[config.mk]
export PLATFORM = sky130hd
export DESIGN_NAME = reorder_buffer
export DESIGN_NICKNAME = d
export VERILOG_FILES = /design/src/rtl/reorder_buffer.sv
export SDC_FILE = /design/constraint.sdc
export NUM_CORES = 1
export LEC_CHECK = 0
export BUFFER_PORTS_ARGS = -buffer_cell sky130_fd_sc_hd__buf_4
export CORE_MARGIN = 2
export CORE_UTILIZATION = 30
export DETAILED_ROUTE_END_ITERATION = 6
export SETUP_SLACK_MARGIN = 0.3
export SLEW_MARGIN = 25
export SYNTH_ARGS = -nofsm -noshare
export SYNTH_HDL_FRONTEND = slang
export SYNTH_SLANG_ARGS = --single-unit
export TNS_END_PERCENT = 10
[constraint.sdc]
create_clock -name clk -period 5.5 [get_ports clk]
set_input_delay 0.275 -clock clk [delete_from_list [all_inputs] [get_ports clk]]
set_output_delay 0.275 -clock clk [all_outputs]
set_load 0.02 [all_outputs]
[src/rtl/reorder_buffer.sv]
// Reorder buffer: in-order allocation, out-of-order completion, in-order retirement of up to RETIRE_WIDTH entries per cycle.
// Define ROB_SU_CHECK_EN to build the sticky err_su_invalid check on completions that target empty entries.
module reorder_buffer #(
  parameter int DEPTH        = 16,
  parameter int NUM_SU_PIPES = 3,
  parameter int RETIRE_WIDTH = 2,
  parameter int PREG_W       = 6,
  localparam int IDX_W       = $clog2(DEPTH)
) (
  input  logic                           clk,
  input  logic                           rst,
  input  logic                           alloc_valid,
  input  logic [PREG_W-1:0]              alloc_dst_reg,
  output logic                           alloc_ready,
  output logic [IDX_W-1:0]               alloc_idx,
  input  logic [NUM_SU_PIPES-1:0]        su_valid,
  input  logic [NUM_SU_PIPES*IDX_W-1:0]  su_rob_idx,
  input  logic [NUM_SU_PIPES-1:0]        su_br_mispred,
  output logic [RETIRE_WIDTH-1:0]        ret_valid,
  output logic [RETIRE_WIDTH*PREG_W-1:0] ret_dst_reg,
  output logic                           flush,
  output logic [IDX_W:0]                 occupancy,
  output logic                           err_su_invalid
);

  localparam logic [IDX_W:0] PTR_ONE = (IDX_W+1)'(1);

  logic [IDX_W:0]                 head_q, head_d, tail_q, tail_d;
  logic [DEPTH-1:0]               valid_q, valid_d, done_q, done_d, mis_q, mis_d;
  logic [PREG_W-1:0]              dst_q [DEPTH];
  logic [RETIRE_WIDTH-1:0]        ret_valid_q, ret_valid_d;
  logic [RETIRE_WIDTH*PREG_W-1:0] ret_dst_q, ret_dst_d;
  logic                           flush_q, flush_d;
  logic [IDX_W:0]                 ret_cnt;
  logic [IDX_W-1:0]               head_idx, tail_idx;
  logic                           full, alloc_fire;

  assign head_idx    = head_q[IDX_W-1:0];
  assign tail_idx    = tail_q[IDX_W-1:0];
  assign full        = (head_idx == tail_idx) && (head_q[IDX_W] != tail_q[IDX_W]);
  assign alloc_ready = !full;
  assign alloc_idx   = tail_idx;
  assign occupancy   = tail_q - head_q;
  assign alloc_fire  = alloc_valid && !full && !flush_d;

  assign ret_valid   = ret_valid_q;
  assign ret_dst_reg = ret_dst_q;
  assign flush       = flush_q;

  // Retire selection: consecutive done entries from head, ending after the first mispredicted one.
  always_comb begin : select
    logic             go;
    logic [IDX_W-1:0] ridx;
    ret_valid_d = '0;
    ret_dst_d   = '0;
    flush_d     = 1'b0;
    ret_cnt     = '0;
    go          = 1'b1;
    ridx        = '0;
    for (int k = 0; k < RETIRE_WIDTH; k++) begin
      ridx = head_idx + IDX_W'(k);
      if (go && valid_q[ridx] && done_q[ridx]) begin
        ret_valid_d[k]                 = 1'b1;
        ret_dst_d[k*PREG_W +: PREG_W]  = dst_q[ridx];
        ret_cnt                        = ret_cnt + PTR_ONE;
        if (mis_q[ridx]) begin
          flush_d = 1'b1;
          go      = 1'b0;
        end
      end else begin
        go = 1'b0;
      end
    end
  end

  always_comb begin : next_state
    logic [IDX_W-1:0] sidx;
    logic [IDX_W-1:0] ridx;
    valid_d = valid_q;
    done_d  = done_q;
    mis_d   = mis_q;
    head_d  = head_q + ret_cnt;
    tail_d  = tail_q;
    sidx    = '0;
    ridx    = '0;
    if (flush_d) begin
      // A retiring mispredict empties the buffer; same-edge alloc and completions are dropped.
      valid_d = '0;
      done_d  = '0;
      mis_d   = '0;
      tail_d  = head_d;
    end else begin
      for (int p = 0; p < NUM_SU_PIPES; p++) begin
        sidx = su_rob_idx[p*IDX_W +: IDX_W];
        if (su_valid[p] && valid_q[sidx]) begin
          done_d[sidx] = 1'b1;
          mis_d[sidx]  = mis_d[sidx] | su_br_mispred[p];
        end
      end
      for (int k = 0; k < RETIRE_WIDTH; k++) begin
        ridx = head_idx + IDX_W'(k);
        if (ret_valid_d[k]) begin
          valid_d[ridx] = 1'b0;
          done_d[ridx]  = 1'b0;
          mis_d[ridx]   = 1'b0;
        end
      end
      if (alloc_fire) begin
        valid_d[tail_idx] = 1'b1;
        done_d[tail_idx]  = 1'b0;
        mis_d[tail_idx]   = 1'b0;
        tail_d            = tail_q + PTR_ONE;
      end
    end
  end

  always_ff @(posedge clk or posedge rst) begin
    if (rst) begin
      head_q      <= '0;
      tail_q      <= '0;
      valid_q     <= '0;
      done_q      <= '0;
      mis_q       <= '0;
      ret_valid_q <= '0;
      ret_dst_q   <= '0;
      flush_q     <= 1'b0;
    end else begin
      head_q      <= head_d;
      tail_q      <= tail_d;
      valid_q     <= valid_d;
      done_q      <= done_d;
      mis_q       <= mis_d;
      ret_valid_q <= ret_valid_d;
      ret_dst_q   <= ret_dst_d;
      flush_q     <= flush_d;
    end
  end

  // Destination payload is qualified by valid_q, so it needs no reset.
  always_ff @(posedge clk) begin
    if (alloc_fire) dst_q[tail_idx] <= alloc_dst_reg;
  end

`ifdef ROB_SU_CHECK_EN
  logic err_q, su_bad;

  always_comb begin
    su_bad = 1'b0;
    for (int p = 0; p < NUM_SU_PIPES; p++) begin
      if (su_valid[p] && !valid_q[su_rob_idx[p*IDX_W +: IDX_W]]) su_bad = 1'b1;
    end
  end

  always_ff @(posedge clk or posedge rst) begin
    if (rst) err_q <= 1'b0;
    else     err_q <= err_q | su_bad;
  end

  assign err_su_invalid = err_q;
`else
  assign err_su_invalid = 1'b0;
`endif

endmodule

==> impl_metrics.env, run 1 <==
export IMPL_ys_flop_type="edfxtp_1"
export IMPL_path_common_cell="ha_1"
export IMPL_root_buffer="clkbuf_16"
export IMPL_grt_pass1_wl_um=48140
export IMPL_grt_remaining_overflow=0
export IMPL_seqPwrFrac_pct=30.6
export IMPL_hold_buffers=0
export IMPL_numPortBuffers=51
export IMPL_dp_final_hpwl_um=22910
export IMPL_synth_edf_count=96
export IMPL_placed_cells=1302
export IMPL_timing_hold_violations_final=0
export IMPL_die_h_um=189.8
export IMPL_cap_viol_max_count=0
export IMPL_p_switching_w=0.002842
export IMPL_dr_pass1_iters=5
export IMPL_rsz0062_at_grt="no"
export IMPL_largest_register_ffs=96
export IMPL_initial_core_util_pct=30.21
export IMPL_worst_pin_slew_ns=1.044
export IMPL_maxSlewViolCount=0
export IMPL_numCtsBuffers=17
export IMPL_vias_per_cell=5.797
export IMPL_slew_headroom_pct=29.89
export IMPL_combPwrFrac_pct=52.2
export IMPL_path_max_fanout=18
export IMPL_synth_area_leaders="edfxtp_1, mux4_2, dfrtp_1"
export IMPL_drtAntennaViolNets=0
export IMPL_antenna_found_initial=1
export IMPL_design_portCount=53
export IMPL_grt_pass1_vias=7703
export IMPL_hp_class="in2async"
export IMPL_period_share_pct=78.06
export IMPL_yosysUniqueCellTypes=84
export IMPL_cts_path_max_buffers=2
export IMPL_cts_resized=0
export IMPL_cts_tree="built"
export IMPL_final_nets=913
export IMPL_criticalPathCategory="reg2reg"
export IMPL_rows=68
export IMPL_worst_path_max_delay_cell="xnor2_4"
export IMPL_postSynthAreaPerCell_um2=12.48
export IMPL_top_register="dst_q"
export IMPL_drt_total_wl_um=31730
export IMPL_fin_util_pct=34.32
export IMPL_timing_critical_path_to_type="flop"
export IMPL_synth_most_common_cell="edfxtp_1"
export IMPL_syn_area_um2=10360
export IMPL_crit_chain="ha_1 > xnor2_4 > mux4_2 > mux2i_1 > mux2_2 > nor3b_2 > buf_4 > ha_1 > ha_1 > inv_1 > fa_1 > nor2_1 > xor2_1 > nand2_1 > o21ai_0"
export IMPL_synth_area_leader_cell="edfxtp_1"
export IMPL_ys_async_sr_fraction_pct=43.20
export IMPL_post_drt_wl_per_cell_um=23.78
export IMPL_synth_cells=830
export IMPL_core_area_um2=34290
export IMPL_synth_fp_nets=877
export IMPL_diodes=0
export IMPL_netSwitchingFraction_pct=41.63
export IMPL_clock_latency_ns=0.44
export IMPL_cp_start_kind="flop"
export IMPL_dieArea_um2=36030
export IMPL_p_clk_share_pct=17.2
export IMPL_setup_viol=0
export IMPL_drive_gt1_share_pct=25.60
export IMPL_slowest_delay_ns=0.66
export IMPL_reg2reg_slack_ns=1.21
export IMPL_clock_skew_ns=0.009973
export IMPL_cts_clk_slew_worst_paths_ns=0.07
export IMPL_power_leakage_nw=4.444
export IMPL_dr_total_vias=7733
export IMPL_fin_cells=1334
export IMPL_drc=0
export IMPL_intPower_w=0.003984
export IMPL_cp_data_required_time_ns=5.85
export IMPL_syn_to_final_growth_pct=13.63
export IMPL_hold_ws_ns=0.02242
export IMPL_fmax_mhz=232.9
export IMPL_min_period_ns=4.293
export IMPL_worstPathArrival_ns=4.64
export IMPL_synth_common_cells="edfxtp_1, mux4_2, dfrtp_1, nand2_1, nor2_1"
export IMPL_synth_top_cell_area_share_pct=27.83
export IMPL_fillers=3359
export IMPL_routabilityCongestion=0.9488
export IMPL_die_x_um=189.8
export IMPL_p_per_area_nw_per_um2=580.1
export IMPL_drt_iter0_markers=936
export IMPL_clock_sinks=169
export IMPL_seq_area_frac_synth_pct=45.47
export IMPL_run_status="finished, final reports clean"
export IMPL_grt_start_max_net_pins=74
export IMPL_ys_warn_count=0
export IMPL_ys_ff_latch=169
export IMPL_track_usage_pct=18.00
export IMPL_tns_ns=0
export IMPL_h_tree_depth=4
export IMPL_peakVddDrop_uv=349.3
export IMPL_total_power_w=0.006827
export IMPL_post_cts_setup_buffers=0
-- final cells by class --
type	count	area, µm²	area share, %
repair buffers	64	484.2	4.114
flip-flops and latches	169	4715	40.06
inverters	34	128.9	1.095
multi-input cells	580	5298	45.01
well taps	455	569.3	4.837
clock buffers	18	439.2	3.732
clock inverters	14	135.1	1.148
-- power by group through the flow --
stage	clock, W	sequential [W]	combinational [W]
after floorplan	0	0.00189	0.00265
after global placement	0	0.00209	0.00353
after detailed placement	0	0.00210	0.00356
after CTS	0.00120	0.00207	0.00357
after global routing	0.00126	0.00211	0.00383
final	0.00118	0.00209	0.00356
-- logic make-up after synthesis --
group                    share of synthesized area (%)
other                                          0.03621
AO/OA/AOI/OAI                                    11.32
multiplexers                                     21.62
flip-flops                                       45.47
AND/OR/NAND/NOR                                  14.06
buffers and inverters                            3.564
XOR/XNOR                                         1.365
adder cells (fa/ha/maj)                          2.561
-- per-layer routing --
| metal | global-route usage (%) | vias to the layer above | wire length, µm |
|---|---|---|---|
| li1 | - | 3308 | - |
| met3 | 3.081 | 74 | 2276 |
| met4 | 7.007 | 0 | 1028 |
| met5 | 0 | - | 0 |
| met2 | 29.47 | 376 | 15230 |
| met1 | 23.91 | 3975 | 13190 |
-- cell usage in the layout, fill, tap and decap left out, types with 6 or more instances in the layout --
cell type	count
dfrtp_1	71
nand2_1	73
nor3_1	24
and3_1	20
edfxtp_1	96
and4_1	6
mux2i_1	13
o21ai_0	14
xnor2_1	6
nand3_1	23
nand2b_1	7
mux4_2	88
buf_4	63
nor2_1	59
nor2b_1	11
a21o_1	15
inv_1	31
and2_1	22
mux2_2	7
clkbuf_16	17
a211oi_1	17
a31oi_1	16
a21oi_1	22
xor2_1	6
ha_1	18
-- through the flow --
| step | worst slack [ns] | instance area (µm²) |
|---|---|---|
| global route | 0.9337 | 11770 |
| global placement | 1.312 | 11190 |
| floorplan | 1.344 | 10360 |
| CTS | 1.189 | 11770 |
| finish | 1.207 | 11770 |
| detailed placement | 1.222 | 11190 |
-- critical path: cells and delay by family, from the launching register on --
kind	cells	cell delay, ns
adder cells (fa/ha/maj)	4	1.06
multiplexers	3	0.92
XOR/XNOR	2	0.87
flip-flops	1	0.59
AND/OR/NAND/NOR	3	0.37
buffers and inverters	2	0.30
AO/OA/AOI/OAI	1	0.09
-- path summary, 6_finish.rpt --
check / start / end / cells past startpoint
hold reg to reg: head_q[4] / head_q[4] / 1
setup reg to reg: head_q[0] / tail_q[4] / 15
min in group clk: alloc_dst_reg[4] / dst_q[12][4] / 1
hold / removal: rst / ret_valid[0] / 3
max in group asynchronous: rst / head_q[0] / 3
setup / recovery: head_q[0] / tail_q[4] / 15
Note: power is estimated with default switching activity, not from simulation.
==> inputs of run 2 (changes only) <==
- clock period: 5.5 -> 4.5 ns (I/O delays scaled with it)
==> impl_metrics.env, run 2 (synthesized netlist as in run 1, its figures left out) <==
export IMPL_numCtsBuffers=17
export IMPL_final_cell_mix="edfxtp_1, mux4_2, buf_4"
export IMPL_die_x_um=189.8
export IMPL_fmax_mhz=249.4
export IMPL_fin_util_pct=34.60
export IMPL_hp_start="alloc_dst_reg[4]"
export IMPL_cts_tree="built"
export IMPL_die_h_um=189.8
export IMPL_drive_gt1_share_pct=26.46
export IMPL_placed_cells=1312
export IMPL_worst_pin_slew_ns=1.024
export IMPL_hp_class="in2reg"
export IMPL_cap_viol_max_count=0
export IMPL_setup_viol=0
export IMPL_cts_clk_slew_worst_paths_ns=0.07
export IMPL_period_share_pct=89.09
export IMPL_slew_headroom_pct=31.21
export IMPL_run_status="finished, final reports clean"
export IMPL_hold_ws_ns=0.08769
export IMPL_core_area_um2=34290
export IMPL_grt_pass1_vias=7747
export IMPL_fin_cells=1347
export IMPL_design_portCount=53
export IMPL_track_usage_pct=18.20
export IMPL_final_common_cell="edfxtp_1"
export IMPL_h_tree_depth=4
export IMPL_post_drt_wl_per_cell_um=23.95
export IMPL_timing_critical_path_to_type="flop"
export IMPL_rows=68
export IMPL_vias_per_cell=5.792
export IMPL_syn_to_final_growth_pct=14.56
export IMPL_grt_remaining_overflow=0
export IMPL_top_register="dst_q"
export IMPL_slowest_delay_ns=0.54
export IMPL_min_path_cells=1
export IMPL_numPortBuffers=51
export IMPL_clock_latency_ns=0.44
export IMPL_reg2reg_to="tail_q[4]"
export IMPL_drt_total_wl_um=32260
export IMPL_routabilityCongestion=0.9317
export IMPL_drc=0
export IMPL_drt_iter0_markers=879
export IMPL_final_nets=926
export IMPL_timing_hold_violations_final=0
export IMPL_cp_start_kind="flop"
export IMPL_crit_chain="inv_1 > ha_1 > inv_1 > mux4_2 > mux2i_1 > mux2_2 > nor3b_2 > ha_1 > ha_1 > inv_1 > fa_1 > nor2_1 > xor2_1 > nand2_1 > o21ai_0"
export IMPL_worst_path_max_delay_cell="mux4_2"
export IMPL_worstPathArrival_ns=4.36
export IMPL_maxSlewViolCount=0
export IMPL_drtAntennaViolNets=0
export IMPL_peakVddDrop_uv=513.0
export IMPL_largest_register_ffs=96
export IMPL_dieArea_um2=36030
export IMPL_power_leakage_nw=4.493
export IMPL_p_per_area_nw_per_um2=713.9
export IMPL_reg2reg_slack_ns=0.49
export IMPL_rsz0062_at_grt="no"
export IMPL_path_max_fanout=6
export IMPL_grt_pass1_wl_um=48730
export IMPL_criticalPathCategory="reg2reg"
export IMPL_dp_final_hpwl_um=22820
export IMPL_clock_sinks=169
export IMPL_cts_path_max_buffers=2
export IMPL_ff2ff_path_depth=15
export IMPL_dr_pass1_iters=6
export IMPL_fillers=3346
export IMPL_min_to="dst_q[4][4]"
export IMPL_min_period_ns=4.009
export IMPL_grt_start_max_net_pins=65
export IMPL_clock_skew_ns=0.01219
export IMPL_r2r_start="head_q[0]"
export IMPL_total_power_w=0.008471
export IMPL_root_buffer="clkbuf_16"
export IMPL_dr_total_vias=7802
export IMPL_tns_ns=0
export IMPL_cp_data_required_time_ns=4.85
export IMPL_initial_core_util_pct=30.21
export IMPL_antenna_found_initial=0
export IMPL_diodes=0
run 2: cell count changes in the layout (fill, tap and decap cells not counted), sizes merged:
cell,before,now
clkinv,8,5
dlygate4sd3,0,1
clkinvlp,1,4
inv,38,37
buf,64,76
clkbuf,18,19
run 2: layout make-up:
type | count | area (µm²) | share of cell area, %
inverters | 34 | 128.9 | 1.086
clock inverters | 13 | 137.6 | 1.160
multi-input cells | 580 | 5298 | 44.65
well taps | 455 | 569.3 | 4.798
clock buffers | 19 | 432.9 | 3.649
flip-flops and latches | 169 | 4715 | 39.73
repair buffers | 77 | 584.3 | 4.925
run 2: how the worst max path moves through the flow:
stage | start | end | slack [ns]
floorplan | head_q[0] | mis_q[0] | 0.34
global placement | head_q[0] | tail_q[4] | 0.51
detailed placement | head_q[0] | tail_q[4] | 0.43
CTS | head_q[0] | tail_q[4] | 0.40
global route | head_q[0] | tail_q[4] | 0.31
finish | head_q[0] | tail_q[4] | 0.49
run 2: through the flow:
stage / setup slack, ns / cell area (µm²)
finish: 0.4909 / 11870
global route: 0.3071 / 11870
CTS: 0.4046 / 11850
detailed placement: 0.4302 / 11270
global placement: 0.5094 / 11270
floorplan: 0.3436 / 10360
run 2: what timing repair did:
item / CTS / global route
resized for setup: 0 / 1
buffers inserted: 0 / 2
endpoints found under the setup margin: 0 / 21
hold buffers: 1 / 0
endpoints found under the hold margin: 33 / 0
run 2: report_power, final:
part	internal (W)	switching (W)
logic	0.00210	0.00244
clock network	0.000779	0.000676
registers	0.00203	0.000447
run 2: critical path, delay by kind of cell, from the launching register on:
| family | cells | cell delay [ns] |
|---|---|---|
| AOI/OAI and AO/OA | 1 | 0.11 |
| buffers and inverters | 3 | 0.51 |
| xor gates and xnor gates | 1 | 0.21 |
| DFF | 1 | 0.49 |
| and+or+nand+nor | 3 | 0.49 |
| adders and majority gates | 4 | 1.13 |
| muxes | 3 | 0.97 |
run 2: layer usage:
| layer | up-vias | track usage (%) | wire (µm) |
|---|---|---|---|
| met5 | - | 0 | 0 |
| met2 | 401 | 28.33 | 14810 |
| met1 | 3968 | 24.66 | 13570 |
| met3 | 100 | 3.579 | 2507 |
| met4 | 0 | 8.229 | 1363 |
| li1 | 3333 | - | - |
==> inputs of run 3 (changes only) <==
- clock period: 4.5 -> 4.9 ns (I/O delays scaled with it)
==> impl_metrics.env, run 3 (synthesized netlist as in run 1, its figures left out) <==
export IMPL_run_status="finished, final reports clean"
export IMPL_top_register="dst_q"
export IMPL_cp_start_kind="flop"
export IMPL_h_tree_depth=4
export IMPL_rsz0062_at_grt="no"
export IMPL_grt_pass1_wl_um=48350
export IMPL_drt_total_wl_um=31400
export IMPL_slew_headroom_pct=40.08
export IMPL_antenna_found_initial=1
export IMPL_fillers=3340
export IMPL_grt_start_max_net_pins=52
export IMPL_multi_input_area_um2=5298
export IMPL_root_buffer="clkbuf_16"
export IMPL_cp_top_family="adder cells"
export IMPL_setup_viol=0
export IMPL_drtAntennaViolNets=0
export IMPL_peakVddDrop_uv=373.5
export IMPL_vias_per_cell=5.707
export IMPL_numPortBuffers=51
export IMPL_timing_hold_violations_final=0
export IMPL_routabilityCongestion=0.9573
export IMPL_period_share_pct=84.28
export IMPL_regArea_um2=4717
export IMPL_power_leakage_nw=4.454
export IMPL_drt_iter0_markers=811
export IMPL_drive_gt1_share_pct=25.62
export IMPL_cp_num_buf_inv=4
export IMPL_total_power_w=0.007747
export IMPL_final_cell_mix="edfxtp_1, mux4_2, nand2_1"
export IMPL_rows=68
export IMPL_reg2reg_slack_ns=0.77
export IMPL_final_common_cell="edfxtp_1"
export IMPL_clock_sinks=169
export IMPL_timing_critical_path_to_type="flop"
export IMPL_track_usage_pct=17.97
export IMPL_tns_ns=0
export IMPL_dr_pass1_iters=5
export IMPL_cts_tree="built"
export IMPL_grt_remaining_overflow=0
export IMPL_worst_pin_slew_ns=0.8979
export IMPL_design_portCount=53
export IMPL_cts_clk_slew_worst_paths_ns=0.07
export IMPL_final_nets=916
export IMPL_numCtsBuffers=17
export IMPL_criticalPathCategory="reg2reg"
export IMPL_hp_class="in2reg"
export IMPL_drc=0
export IMPL_fmax_mhz=242.2
export IMPL_dp_final_hpwl_um=23390
export IMPL_clock_latency_ns=0.44
export IMPL_dieArea_um2=36030
export IMPL_die_h_um=189.8
export IMPL_diodes=0
export IMPL_slowest_delay_ns=0.66
export IMPL_die_x_um=189.8
export IMPL_cts_path_max_buffers=2
export IMPL_largest_register_ffs=96
export IMPL_dr_total_vias=7630
export IMPL_maxSlewViolCount=0
export IMPL_syn_to_final_growth_pct=13.94
export IMPL_clock_skew_ns=0.008103
export IMPL_core_area_um2=34290
export IMPL_crit_chain="inv_2 > ha_1 > inv_1 > mux4_2 > mux2i_1 > mux2_2 > nor3b_2 > buf_4 > ha_1 > ha_1 > inv_1 > fa_1 > nor2_1 > xor2_1 > nand2_1 > o21ai_0"
export IMPL_p_per_area_nw_per_um2=656.5
export IMPL_path_max_fanout=17
export IMPL_path_common_cell="ha_1"
export IMPL_cap_viol_max_count=0
export IMPL_worstPathArrival_ns=4.49
export IMPL_cp_data_required_time_ns=5.26
export IMPL_worst_path_max_delay_cell="dfrtp_4"
export IMPL_min_period_ns=4.130
export IMPL_grt_pass1_vias=7672
export IMPL_post_drt_wl_per_cell_um=23.49
export IMPL_post_cts_setup_buffers=0
export IMPL_initial_core_util_pct=30.21
run 3: changes by cell type in the layout (fill, tap and decap cells not counted), sizes merged:
cell	before	now
inv	37	39
buf	76	66
clkinvlp	4	2
clkbuf	19	18
clkinv	5	6
run 3: repair_timing:
item	4_1_cts	5_1_grt
endpoints found under the hold margin	39	0
hold buffers	1	0
setup endpoints to repair	0	1
gates resized for setup	0	1
run 3: final timing paths:
path                                        from        endpoint  cells after the start
max in group asynchronous                    rst       head_q[1]                      4
worst max register to register         head_q[1]       tail_q[4]                     16
worst min-delay path            alloc_dst_reg[2]    dst_q[15][2]                      1
min in group asynchronous                    rst  ret_dst_reg[8]                      3
worst min register to register         head_q[4]       head_q[4]                      1
worst max-delay path                   head_q[1]       tail_q[4]                     16
run 3: per-stage QoR:
stage | util (%) | hold WS [ns] | instances | setup WS (ns) | instance area (µm²)
finish | 34.42 | 0.1330 | 1337 | 0.7704 | 11800
global route | 34.42 | 0.1271 | 1337 | 0.4401 | 11800
global placement | 32.68 | 0.3966 | 1304 | 0.6809 | 11210
CTS | 34.41 | 0.1190 | 1337 | 0.5579 | 11800
floorplan | - | 0.3439 | 830 | 0.7436 | 10360
detailed placement | 32.68 | 0.4108 | 1304 | 0.5645 | 11210
run 3: power by group:
group / internal (W) / switching, W / leakage [nW]
registers: 0.00186 / 0.000495 / 1.78
logic: 0.00190 / 0.00215 / 2.40
clock network: 0.000722 / 0.000621 / 0.280
run 3: layout make-up:
cell class / instances / area share, %
sequential: 169 / 39.97
inverter: 34 / 1.092
multi-input combinational: 580 / 44.89
tap: 455 / 4.824
clock buffer: 18 / 3.637
clock inverter: 14 / 1.304
timing repair buffer: 67 / 4.283
run 3: metal layers:
layer	track usage (%)	vias up	share of wire (%)
li1	-	3318	-
met1	24.90	3847	42
met2	27.74	405	46
met3	3.763	58	8.5
met4	6.828	2	3.3
met5	0	-	0.029
